File: src/rtl/vga_pkg.sv
// Shared VGA constants and the hex-to-7-segment glyph table used by display encoders.
package vga_pkg;

    // Visible raster size; also the wrap moduli for glyph placement.
    localparam int unsigned H_ACTIVE = 640;
    localparam int unsigned V_ACTIVE = 480;

    // Segment bit positions inside a seg_t vector (bit 0 = a ... bit 6 = g).
    localparam int SEG_A = 0;
    localparam int SEG_B = 1;
    localparam int SEG_C = 2;
    localparam int SEG_D = 3;
    localparam int SEG_E = 4;
    localparam int SEG_F = 5;
    localparam int SEG_G = 6;

    typedef logic [6:0] seg_t;

    // Standard active-high hex glyphs; literals are written g..a, MSB first.
    function automatic seg_t hex_to_seg(input logic [3:0] value);
        seg_t seg;
        case (value)
            4'h0:    seg = 7'b0111111;
            4'h1:    seg = 7'b0000110;
            4'h2:    seg = 7'b1011011;
            4'h3:    seg = 7'b1001111;
            4'h4:    seg = 7'b1100110;
            4'h5:    seg = 7'b1101101;
            4'h6:    seg = 7'b1111101;
            4'h7:    seg = 7'b0000111;
            4'h8:    seg = 7'b1111111;
            4'h9:    seg = 7'b1101111;
            4'hA:    seg = 7'b1110111;
            4'hB:    seg = 7'b1111100;
            4'hC:    seg = 7'b0111001;
            4'hD:    seg = 7'b1011110;
            4'hE:    seg = 7'b1111001;
            default: seg = 7'b1110001;
        endcase
        return seg;
    endfunction

endpackage

File: src/rtl/digit_pixel_renderer_if.sv
// Pixel-scan and digit-location signals between the VGA counter side and the renderer.
interface digit_pixel_renderer_if;

    logic       frame_start;
    logic       pix_valid;
    logic [9:0] CounterX;
    logic [9:0] CounterY;
    logic [9:0] DigitX;
    logic [9:0] DigitY;
    logic [3:0] digit_value;
    logic       digit_blank;
    logic       pixel_valid;
    logic       pixel_on;

    modport master (
        output frame_start, pix_valid, CounterX, CounterY,
               DigitX, DigitY, digit_value, digit_blank,
        input  pixel_valid, pixel_on
    );

    modport slave (
        input  frame_start, pix_valid, CounterX, CounterY,
               DigitX, DigitY, digit_value, digit_blank,
        output pixel_valid, pixel_on
    );

endinterface

File: src/rtl/seven_seg_decoder.sv
// Combinational 4-bit value to 7-segment enable decoder (bit order a..g).
module seven_seg_decoder
    import vga_pkg::*;
(
    input  logic [3:0] value,
    output seg_t       seg_en
);

    assign seg_en = hex_to_seg(value);

endmodule

File: src/rtl/digit_pixel_renderer.sv
// Per-pixel 7-segment glyph coverage: frame-latched digit position/value, 2-stage pipeline.
module digit_pixel_renderer #(
    parameter int unsigned DIGIT_W  = 40,
    parameter int unsigned DIGIT_H  = 80,
    parameter int unsigned SEG_T    = 8,
    parameter int unsigned H_ACTIVE = vga_pkg::H_ACTIVE,
    parameter int unsigned V_ACTIVE = vga_pkg::V_ACTIVE
) (
    input logic                  clock,
    input logic                  reset,
    digit_pixel_renderer_if.slave bus
);

    import vga_pkg::*;

    localparam logic [9:0] H_LIM  = 10'(H_ACTIVE);
    localparam logic [9:0] V_LIM  = 10'(V_ACTIVE);
    localparam logic [9:0] W_LIM  = 10'(DIGIT_W);
    localparam logic [9:0] GH_LIM = 10'(DIGIT_H);
    localparam logic [9:0] T_LIM  = 10'(SEG_T);
    localparam logic [9:0] B_X    = 10'(DIGIT_W - SEG_T);
    localparam logic [9:0] D_Y    = 10'(DIGIT_H - SEG_T);
    localparam logic [9:0] MID_Y  = 10'(DIGIT_H / 2);
    localparam logic [9:0] G_LO   = 10'(DIGIT_H / 2 - SEG_T / 2);
    localparam logic [9:0] G_HI   = 10'(DIGIT_H / 2 + SEG_T / 2);

    // Shadow registers (frame-stable digit position/value)
    logic [9:0] sx_q, sx_d, sy_q, sy_d, sy_once;
    logic [3:0] val_q, val_d;
    logic       blank_q, blank_d;

    // Stage 1 registers
    logic [9:0] dx1_q, dx1_d, dy1_q, dy1_d;
    logic       inbox1_q, inbox1_d, v1_q, v1_d, blank1_q, blank1_d;
    seg_t       seg1_q, seg1_d;

    // Stage 2 registers
    logic       pixel_valid_q, pixel_valid_d, pixel_on_q, pixel_on_d;
    seg_t       seg_en, hit;

    seven_seg_decoder u_decoder (
        .value  (val_q),
        .seg_en (seg_en)
    );

    // Shadow load on frame_start, reducing the position into the visible raster.
    always_comb begin
        // NOTE: every combinational output gets a default first so no path can infer a latch.
        sx_d    = sx_q;
        sy_d    = sy_q;
        val_d   = val_q;
        blank_d = blank_q;
        sy_once = (bus.DigitY >= V_LIM) ? bus.DigitY - V_LIM : bus.DigitY;
        if (bus.frame_start) begin
            sx_d    = (bus.DigitX >= H_LIM) ? bus.DigitX - H_LIM : bus.DigitX;
            sy_d    = (sy_once >= V_LIM) ? sy_once - V_LIM : sy_once;
            val_d   = bus.digit_value;
            blank_d = bus.digit_blank;
        end
    end

    // Stage 1: wrapped glyph-relative offsets and bounding-box test. The glyph value and
    // blank flag travel with the pixel so a same-cycle frame_start cannot affect it.
    always_comb begin
        // The wrapped difference is always below the modulus, so 10 bits hold it exactly.
        dx1_d    = (bus.CounterX >= sx_q) ? bus.CounterX - sx_q : bus.CounterX + H_LIM - sx_q;
        dy1_d    = (bus.CounterY >= sy_q) ? bus.CounterY - sy_q : bus.CounterY + V_LIM - sy_q;
        inbox1_d = (dx1_d < W_LIM) && (dy1_d < GH_LIM)
                && (bus.CounterX < H_LIM) && (bus.CounterY < V_LIM);
        v1_d     = bus.pix_valid;
        seg1_d   = seg_en;
        blank1_d = blank_q;
    end

    // Stage 2: segment region hits masked by the enabled segments of the glyph.
    always_comb begin
        hit            = '0;
        hit[SEG_A]     = dy1_q < T_LIM;
        hit[SEG_D]     = dy1_q >= D_Y;
        hit[SEG_G]     = (dy1_q >= G_LO) && (dy1_q < G_HI);
        hit[SEG_F]     = (dx1_q < T_LIM) && (dy1_q < MID_Y);
        hit[SEG_B]     = (dx1_q >= B_X)  && (dy1_q < MID_Y);
        hit[SEG_E]     = (dx1_q < T_LIM) && (dy1_q >= MID_Y);
        hit[SEG_C]     = (dx1_q >= B_X)  && (dy1_q >= MID_Y);
        pixel_on_d     = v1_q & inbox1_q & ~blank1_q & (|(hit & seg1_q));
        pixel_valid_d  = v1_q;
    end

    // State registers with synchronous reset; blank shadow starts set so nothing draws early.
    always_ff @(posedge clock) begin
        // NOTE: sequential state uses non-blocking assignments so every flop samples pre-edge values.
        if (reset) begin
            sx_q          <= '0;
            sy_q          <= '0;
            val_q         <= '0;
            blank_q       <= 1'b1;
            dx1_q         <= '0;
            dy1_q         <= '0;
            inbox1_q      <= 1'b0;
            v1_q          <= 1'b0;
            seg1_q        <= '0;
            blank1_q      <= 1'b1;
            pixel_valid_q <= 1'b0;
            pixel_on_q    <= 1'b0;
        end else begin
            sx_q          <= sx_d;
            sy_q          <= sy_d;
            val_q         <= val_d;
            blank_q       <= blank_d;
            dx1_q         <= dx1_d;
            dy1_q         <= dy1_d;
            inbox1_q      <= inbox1_d;
            v1_q          <= v1_d;
            seg1_q        <= seg1_d;
            blank1_q      <= blank1_d;
            pixel_valid_q <= pixel_valid_d;
            pixel_on_q    <= pixel_on_d;
        end
    end

    assign bus.pixel_valid = pixel_valid_q;
    assign bus.pixel_on    = pixel_on_q;

endmodule

File: src/flat_wrapper.sv
// flat-port wrapper written by rule: the top's interface ports become plain ports
module digit_pixel_renderer_flat import vga_pkg::*;
#(
    parameter int unsigned DIGIT_W  = 40,
    parameter int unsigned DIGIT_H  = 80,
    parameter int unsigned SEG_T    = 8,
    parameter int unsigned H_ACTIVE = vga_pkg::H_ACTIVE,
    parameter int unsigned V_ACTIVE = vga_pkg::V_ACTIVE
)
  (clock, reset, bus_frame_start, bus_pix_valid, bus_CounterX, bus_CounterY, bus_DigitX, bus_DigitY, bus_digit_value, bus_digit_blank, bus_pixel_valid, bus_pixel_on);
  digit_pixel_renderer_if bus_i ();
  input logic clock;
  input logic reset;
  input wire logic [$bits(bus_i.frame_start)-1:0] bus_frame_start;
  input wire logic [$bits(bus_i.pix_valid)-1:0] bus_pix_valid;
  input wire logic [$bits(bus_i.CounterX)-1:0] bus_CounterX;
  input wire logic [$bits(bus_i.CounterY)-1:0] bus_CounterY;
  input wire logic [$bits(bus_i.DigitX)-1:0] bus_DigitX;
  input wire logic [$bits(bus_i.DigitY)-1:0] bus_DigitY;
  input wire logic [$bits(bus_i.digit_value)-1:0] bus_digit_value;
  input wire logic [$bits(bus_i.digit_blank)-1:0] bus_digit_blank;
  output wire logic [$bits(bus_i.pixel_valid)-1:0] bus_pixel_valid;
  output wire logic [$bits(bus_i.pixel_on)-1:0] bus_pixel_on;
  assign bus_i.frame_start = bus_frame_start;
  assign bus_i.pix_valid = bus_pix_valid;
  assign bus_i.CounterX = bus_CounterX;
  assign bus_i.CounterY = bus_CounterY;
  assign bus_i.DigitX = bus_DigitX;
  assign bus_i.DigitY = bus_DigitY;
  assign bus_i.digit_value = bus_digit_value;
  assign bus_i.digit_blank = bus_digit_blank;
  assign bus_pixel_valid = bus_i.pixel_valid;
  assign bus_pixel_on = bus_i.pixel_on;
  digit_pixel_renderer #(.DIGIT_W(DIGIT_W), .DIGIT_H(DIGIT_H), .SEG_T(SEG_T), .H_ACTIVE(H_ACTIVE), .V_ACTIVE(V_ACTIVE)) u_core (.clock(clock), .reset(reset), .bus(bus_i));
endmodule
File: config.mk
export PLATFORM = sky130hd
export DESIGN_NAME = digit_pixel_renderer_flat
export DESIGN_NICKNAME = d
export VERILOG_FILES = /design/src/rtl/vga_pkg.sv /design/src/rtl/digit_pixel_renderer_if.sv /design/src/rtl/seven_seg_decoder.sv /design/src/rtl/digit_pixel_renderer.sv /design/src/flat_wrapper.sv
export SDC_FILE = /design/constraint.sdc
export NUM_CORES = 1
export LEC_CHECK = 0
export CAP_MARGIN = 20
export CORE_UTILIZATION = 55
export DETAILED_ROUTE_END_ITERATION = 8
export GPL_TIMING_DRIVEN = 0
export HOLD_SLACK_MARGIN = 0.15
export PLACE_DENSITY = 0.79
export SETUP_SLACK_MARGIN = 0.4
export SLEW_MARGIN = 20
export SYNTH_ARGS = -nofsm -noshare
export SYNTH_HDL_FRONTEND = slang
export SYNTH_SLANG_ARGS = --single-unit
File: constraint.sdc
create_clock -name clock -period 5.5 [get_ports clock]
set_clock_uncertainty 0.2 [all_clocks]
set_input_delay 1.65 -clock clock [delete_from_list [all_inputs] [get_ports clock]]
set_output_delay 1.65 -clock clock [all_outputs]
set_load 0.02 [all_outputs]
==> impl_metrics.tcl, run 1 <==
set metrics [dict create \
    grt_setup_unrepaired "no" \
    synth-seq-cells 52 \
    clock_sinks 52 \
    antenna_found_initial 0 \
    io_buffers 49 \
    crit_buf_inv 1 \
    grtUsageTotal_pct 24.15 \
    synthFlopType "dfxtp_1" \
    nFillCells 670 \
    clkLatencyLatePin_ns 0.31 \
    cts_resized 0 \
    layout_common_cells "64 x nor2_1, 55 x inv_1, 53 x ha_1" \
    dr.first_iter.drc_count 87 \
    status "finished clean" \
    period_share_pct 89.00 \
    grt.overflow.total 0 \
    start_util_pct 56.75 \
    seq_area_frac_synth_pct 23.86 \
    critPathSlowestCell "or4b_1" \
    cts_hold_buf 0 \
    grt_max_degree 19 \
    tightest_slew_ns 0.8102 \
    crit_path_max_incr_delay_ns 0.52 \
    antenna_cells 0 \
    p_per_area_mw_per_mm2 229.6 \
    hp-start "u_core.sx_q[9]" \
    areaGrowthSynthToFinish_pct 16.32 \
    reg2reg_from "u_core.sx_q[1]" \
    crit_arrival_ns 4.93 \
    setup.worst_path.start_class "primary input" \
    drv_slew 0 \
    cp_common_cell "ha_1" \
    clockRootBuffer "clkbuf_8" \
    cts_buffers 5 \
    io_pins 51 \
    dp_hpwl_um 7905 \
    whs_ns 0.2803 \
    layout-drive-gt1-share_pct 3.826 \
    avgViaCountPerCell 5.569 \
    clk_pin_slew_ns 0.10 \
    critPathRequiredTime_ns 5.53 \
    via_count 3770 \
    path_class "in -> reg" \
    first_pass_iters 4 \
    path_max_fanout 3 \
    power_leakage_nw 2.208 \
    fp.coreArea_mm2 0.007687 \
    rows 32 \
    wl_per_cell_um 14.21 \
    clockBufferDepth 2 \
    yosys_warnings 0 \
    die_x_um 91.07 \
    hold_viol_final 0 \
    critPathLaunch "bus_CounterX[1]" \
    htree_levels 2 \
    ant_nets 0 \
    drcViolationCount 0 \
    gp_congestion 0.8900 \
    syn_area_mm2 0.004363 \
    grt_pass1_wl_um 16370 \
    worstHoldPathType "reg -> reg" \
    reg2reg_slack_ns 1.95 \
    synth.avg_cell_area_um2 8.423 \
    p_total_mw 1.165 \
    path_cells "clkdlybuf4s50_1 -> ha_1 -> ha_1 -> fa_1 -> a21o_1 -> a221oi_1 -> xor2_1 -> or4b_1 -> a221o_1 -> nor4b_2" \
    final_common_cell "nor2_1" \
    die_h_um 91.07 \
    ys_async_sr_fraction_pct 0 \
    max_cap_viol_count 0 \
    postCtsSetupRepairBufs 0 \
    syn_nets 633 \
    fmax_mhz 204.3 \
    crit_family "adder cells" \
    syn_inst 518 \
    fin_util_pct 66.02 \
    maxSlewHeadroom_pct 45.99 \
    peakVddDrop_mv 0.1747 \
    finalCriticalPeriod_ns 4.895 \
    dieArea_mm2 0.008293 \
    setup_viol_count_final 0 \
    grt_pass1_vias 3649 \
    fin_tns_setup_ns 0 \
    wl_um 9618 \
    yosysUniqueCellTypes 61 \
    cts_tree "done" \
    fin_nets 689 \
    end_kind "flop" \
    synth_edf_count 0 \
]
==> final cells by class <==
type,instances,area [µm²],share of cell area (%)
flip-flops and latches,52,1041,20.51
clock buffers,5,68.82,1.356
inverters,55,206.4,4.068
multi-input cells,395,3052,60.13
clock inverters,3,25.02,0.4931
plain buffers,16,63.81,1.257
repair buffers,49,490.5,9.665
well taps,102,127.6,2.515
==> metal layers <==
layer / part of all wire, % / up-vias / global-route usage [%]
li1: - / 1910 / -
met1: 46 / 1782 / 29.64
met2: 49 / 69 / 43.12
met3: 3.4 / 9 / 3.853
met4: 1.3 / 0 / 7.540
met5: 0 / - / 0
==> synthesized netlist by cell type (3+ instances only) <==
cell,n,share of area (%)
o21bai_1,4,0.69
and2_1,3,0.43
buf_2,3,0.34
a311oi_1,5,1.0
clkbuf_1,11,0.95
and3_1,4,0.57
nand2b_1,12,1.7
mux2i_1,29,6.7
or2_2,4,0.57
a211o_1,3,0.60
ha_1,53,15
nor3_1,6,0.69
nor2_1,64,5.5
a21o_1,7,1.2
o21ai_0,11,1.3
a31oi_1,6,0.86
or3_1,4,0.57
nor2b_1,11,1.6
dfxtp_1,52,24
xnor2_1,12,2.4
a21oi_1,34,3.9
nand4_1,4,0.57
xor2_1,16,3.2
o21ai_1,5,0.57
inv_1,55,4.7
fa_1,13,6.0
a211oi_1,9,1.5
nor3b_1,3,0.52
nand3_1,4,0.46
nand2_1,25,2.2
==> report_power, final <==
group	switching, mW	leakage (nW)	internal (mW)
clock	0.138	0.0452	0.0930
sequential	0.0203	0.431	0.415
combinational	0.269	1.73	0.229
total	0.428	2.21	0.737
==> kinds of logic after synthesis <==
logic type / synth area share [%]
buffers and inverters: 6.194
muxes: 6.653
adders and majority gates: 21.16
and+or+nand+nor: 18.07
AOI/OAI and AO/OA: 18.44
xor gates and xnor gates: 5.621
DFF: 23.86
==> worst register-to-register path: stages, from the launching register on <==
cell	delay (ns)
dfxtp_1	0.39
inv_1	0.06
ha_1	0.32
ha_1	0.23
fa_1	0.40
a21o_1	0.19
a221oi_1	0.43
xor2_1	0.15
or4b_1	0.52
a221o_1	0.33
nor4b_2	0.24
==> final timing paths <==
| kind | endpoint | cells past startpoint |
|---|---|---|
| max | u_core.inbox1_q | 10 |
| min reg2reg | u_core.sx_q[9] | 2 |
| max reg2reg | u_core.inbox1_q | 10 |
| min | u_core.sx_q[9] | 2 |
==> sequential cells by signal, summed over array words and instances (netlist names), 4 cells and up <==
| name | flops |
|---|---|
| u_core.dx1_q | 7 |
| u_core.sx_q | 10 |
| u_core.dy1_q | 8 |
| u_core.sy_q | 10 |
| u_core.seg1_q | 7 |
| u_core.val_q | 4 |
==> through the flow <==
step | cells | instance area (µm²) | worst slack, ns
2_1_floorplan | 518 | 4363 | 0.9857
3_3_place_gp | 669 | 4981 | 0.3684
3_5_place_dp | 669 | 4981 | 0.2843
4_1_cts | 677 | 5075 | 0.5986
5_1_grt | 677 | 5075 | 0.4600
6_report | 677 | 5075 | 0.6051
Power figures use the tool's default switching activity.
==> run 2, diff against run 1 <==
--- a/config.mk
+++ b/config.mk
@@ -11,6 +11,7 @@
 export GPL_TIMING_DRIVEN = 0
 export HOLD_SLACK_MARGIN = 0.15
 export PLACE_DENSITY = 0.79
+export REMOVE_ABC_BUFFERS = 1
 export SETUP_SLACK_MARGIN = 0.4
 export SLEW_MARGIN = 20
 export SYNTH_ARGS = -nofsm -noshare
==> impl_metrics.tcl, run 2 (synthesis results as in run 1) <==
set metrics [dict create \
    nFillCells 653 \
    fin_util_pct 65.74 \
    hp-start "u_core.blank1_d" \
    fmax_mhz 205.5 \
    end_kind "flop" \
    cts_hold_buf 0 \
    peakVddDrop_mv 0.1250 \
    layout_common_cells "64 x nor2_1, 55 x inv_1, 53 x ha_1" \
    reg_top3 "u_core.sx_q (10), u_core.sy_q (10), u_core.dy1_q (8)" \
    maxSlewHeadroom_pct 65.60 \
    grt.overflow.total 0 \
    crit_arrival_ns 4.90 \
    status "finished clean" \
    antenna_found_initial 0 \
    setup_viol_count_final 0 \
    postCtsSetupRepairBufs 0 \
    grt_max_degree 35 \
    grt_pass1_wl_um 15140 \
    dr.first_iter.drc_count 84 \
    fin_tns_setup_ns 0 \
    rows 32 \
    worstHoldPathType "reg -> reg" \
    clkLatencyLatePin_ns 0.31 \
    clockRootBuffer "clkbuf_8" \
    avgViaCountPerCell 5.483 \
    gp_congestion 0.8400 \
    cts_resized 0 \
    clk_pin_slew_ns 0.10 \
    fp.coreArea_mm2 0.007687 \
    antenna_cells 0 \
    path_class "in -> reg" \
    finalCriticalPeriod_ns 4.866 \
    die_h_um 91.07 \
    dieArea_mm2 0.008293 \
    grt_pass1_vias 3549 \
    start_util_pct 56.75 \
    drcViolationCount 0 \
    cts_tree "done" \
    areaGrowthSynthToFinish_pct 15.83 \
    reg2reg_from "u_core.sx_q[1]" \
    period_share_pct 88.47 \
    clock_sinks 52 \
    final_common_cell "nor2_1" \
    io_buffers 50 \
    setup.worst_path.start_class "primary input" \
    hold_path_end "u_core.blank1_q" \
    dp_hpwl_um 6985 \
    seqCellArea_mm2 0.001041 \
    cts_buffers 5 \
    clockBufferDepth 2 \
    power_leakage_nw 2.206 \
    die_x_um 91.07 \
    tightest_slew_ns 0.5150 \
    r2r-end "u_core.inbox1_q" \
    reg2reg_depth 10 \
    p_per_area_mw_per_mm2 229.7 \
    hold_viol_final 0 \
    via_count 3641 \
    reg2reg_slack_ns 2.00 \
    critPathRequiredTime_ns 5.54 \
    path_max_fanout 3 \
    first_pass_iters 4 \
    max_cap_viol_count 0 \
    wl_um 8616 \
    htree_levels 2 \
    wl_per_cell_um 12.98 \
    io_pins 51 \
    multiInputGateArea_mm2 0.003052 \
    fin_nets 676 \
    grtUsageTotal_pct 21.72 \
    layout-drive-gt1-share_pct 4.093 \
    hold_depth 1 \
    grt_setup_unrepaired "no" \
    drv_slew 0 \
    ant_nets 0 \
]
==> run 2: final cells by class <==
type / count / share of cell area [%]
multi-input combinational: 395 / 60.39
clock buffer: 5 / 1.362
inverter: 55 / 4.085
tap: 102 / 2.525
timing repair buffer: 52 / 10.50
clock inverter: 3 / 0.5447
sequential: 52 / 20.60
==> run 2: worst max-delay path: stages <==
cell             delay (ns)
clkdlybuf4s50_1        0.43
ha_1                   0.34
ha_1                   0.23
fa_1                   0.41
a21o_1                 0.20
a221oi_1               0.41
xor2_1                 0.16
or4b_1                 0.51
a221o_1                0.33
nor4b_2                0.23
==> run 2: stage by stage <==
| stage | instance area (µm²) | power [mW] | instances | hold WS, ns | setup WS, ns |
|---|---|---|---|---|---|
| 6_report | 5054 | 1.161 | 664 | 0.2611 | 0.6341 |
| 5_1_grt | 5054 | 1.243 | 664 | 0.2736 | 0.4563 |
| 4_1_cts | 5054 | 1.167 | 664 | 0.2538 | 0.6416 |
| 3_5_place_dp | 4957 | 0.9314 | 656 | 0.2292 | 0.3140 |
| 3_3_place_gp | 4927 | 0.9126 | 654 | 0.2179 | 0.3206 |
| 2_1_floorplan | 4299 | 0.7938 | 502 | 0.2086 | 0.9857 |
==> run 2: worst max path at each step <==
stage                          from               to  slack, ns  depth (start not counted)
global placement    bus_CounterX[1]  u_core.inbox1_q       0.32                         10
detailed placement  bus_CounterX[1]  u_core.inbox1_q       0.31                         10
CTS                 bus_CounterX[1]  u_core.inbox1_q       0.64                         10
global route          bus_DigitY[7]   u_core.sy_q[7]       0.46                         11
finish              bus_CounterX[1]  u_core.inbox1_q       0.63                         10
floorplan           bus_CounterX[1]  u_core.inbox1_q       0.99                          9
==> run 2: routing by layer <==
layer	wire (µm)	track usage [%]	vias up
met5	0	0	-
met4	117	6.349	0
met3	245	3.099	10
met2	4298	39.52	48
met1	3955	26.42	1709
li1	-	-	1874
==> run 2: report_power, final <==
group,total [mW],internal (mW),switching (mW)
combinational,0.489,0.228,0.261
clock,0.235,0.0937,0.141
sequential,0.437,0.415,0.0218
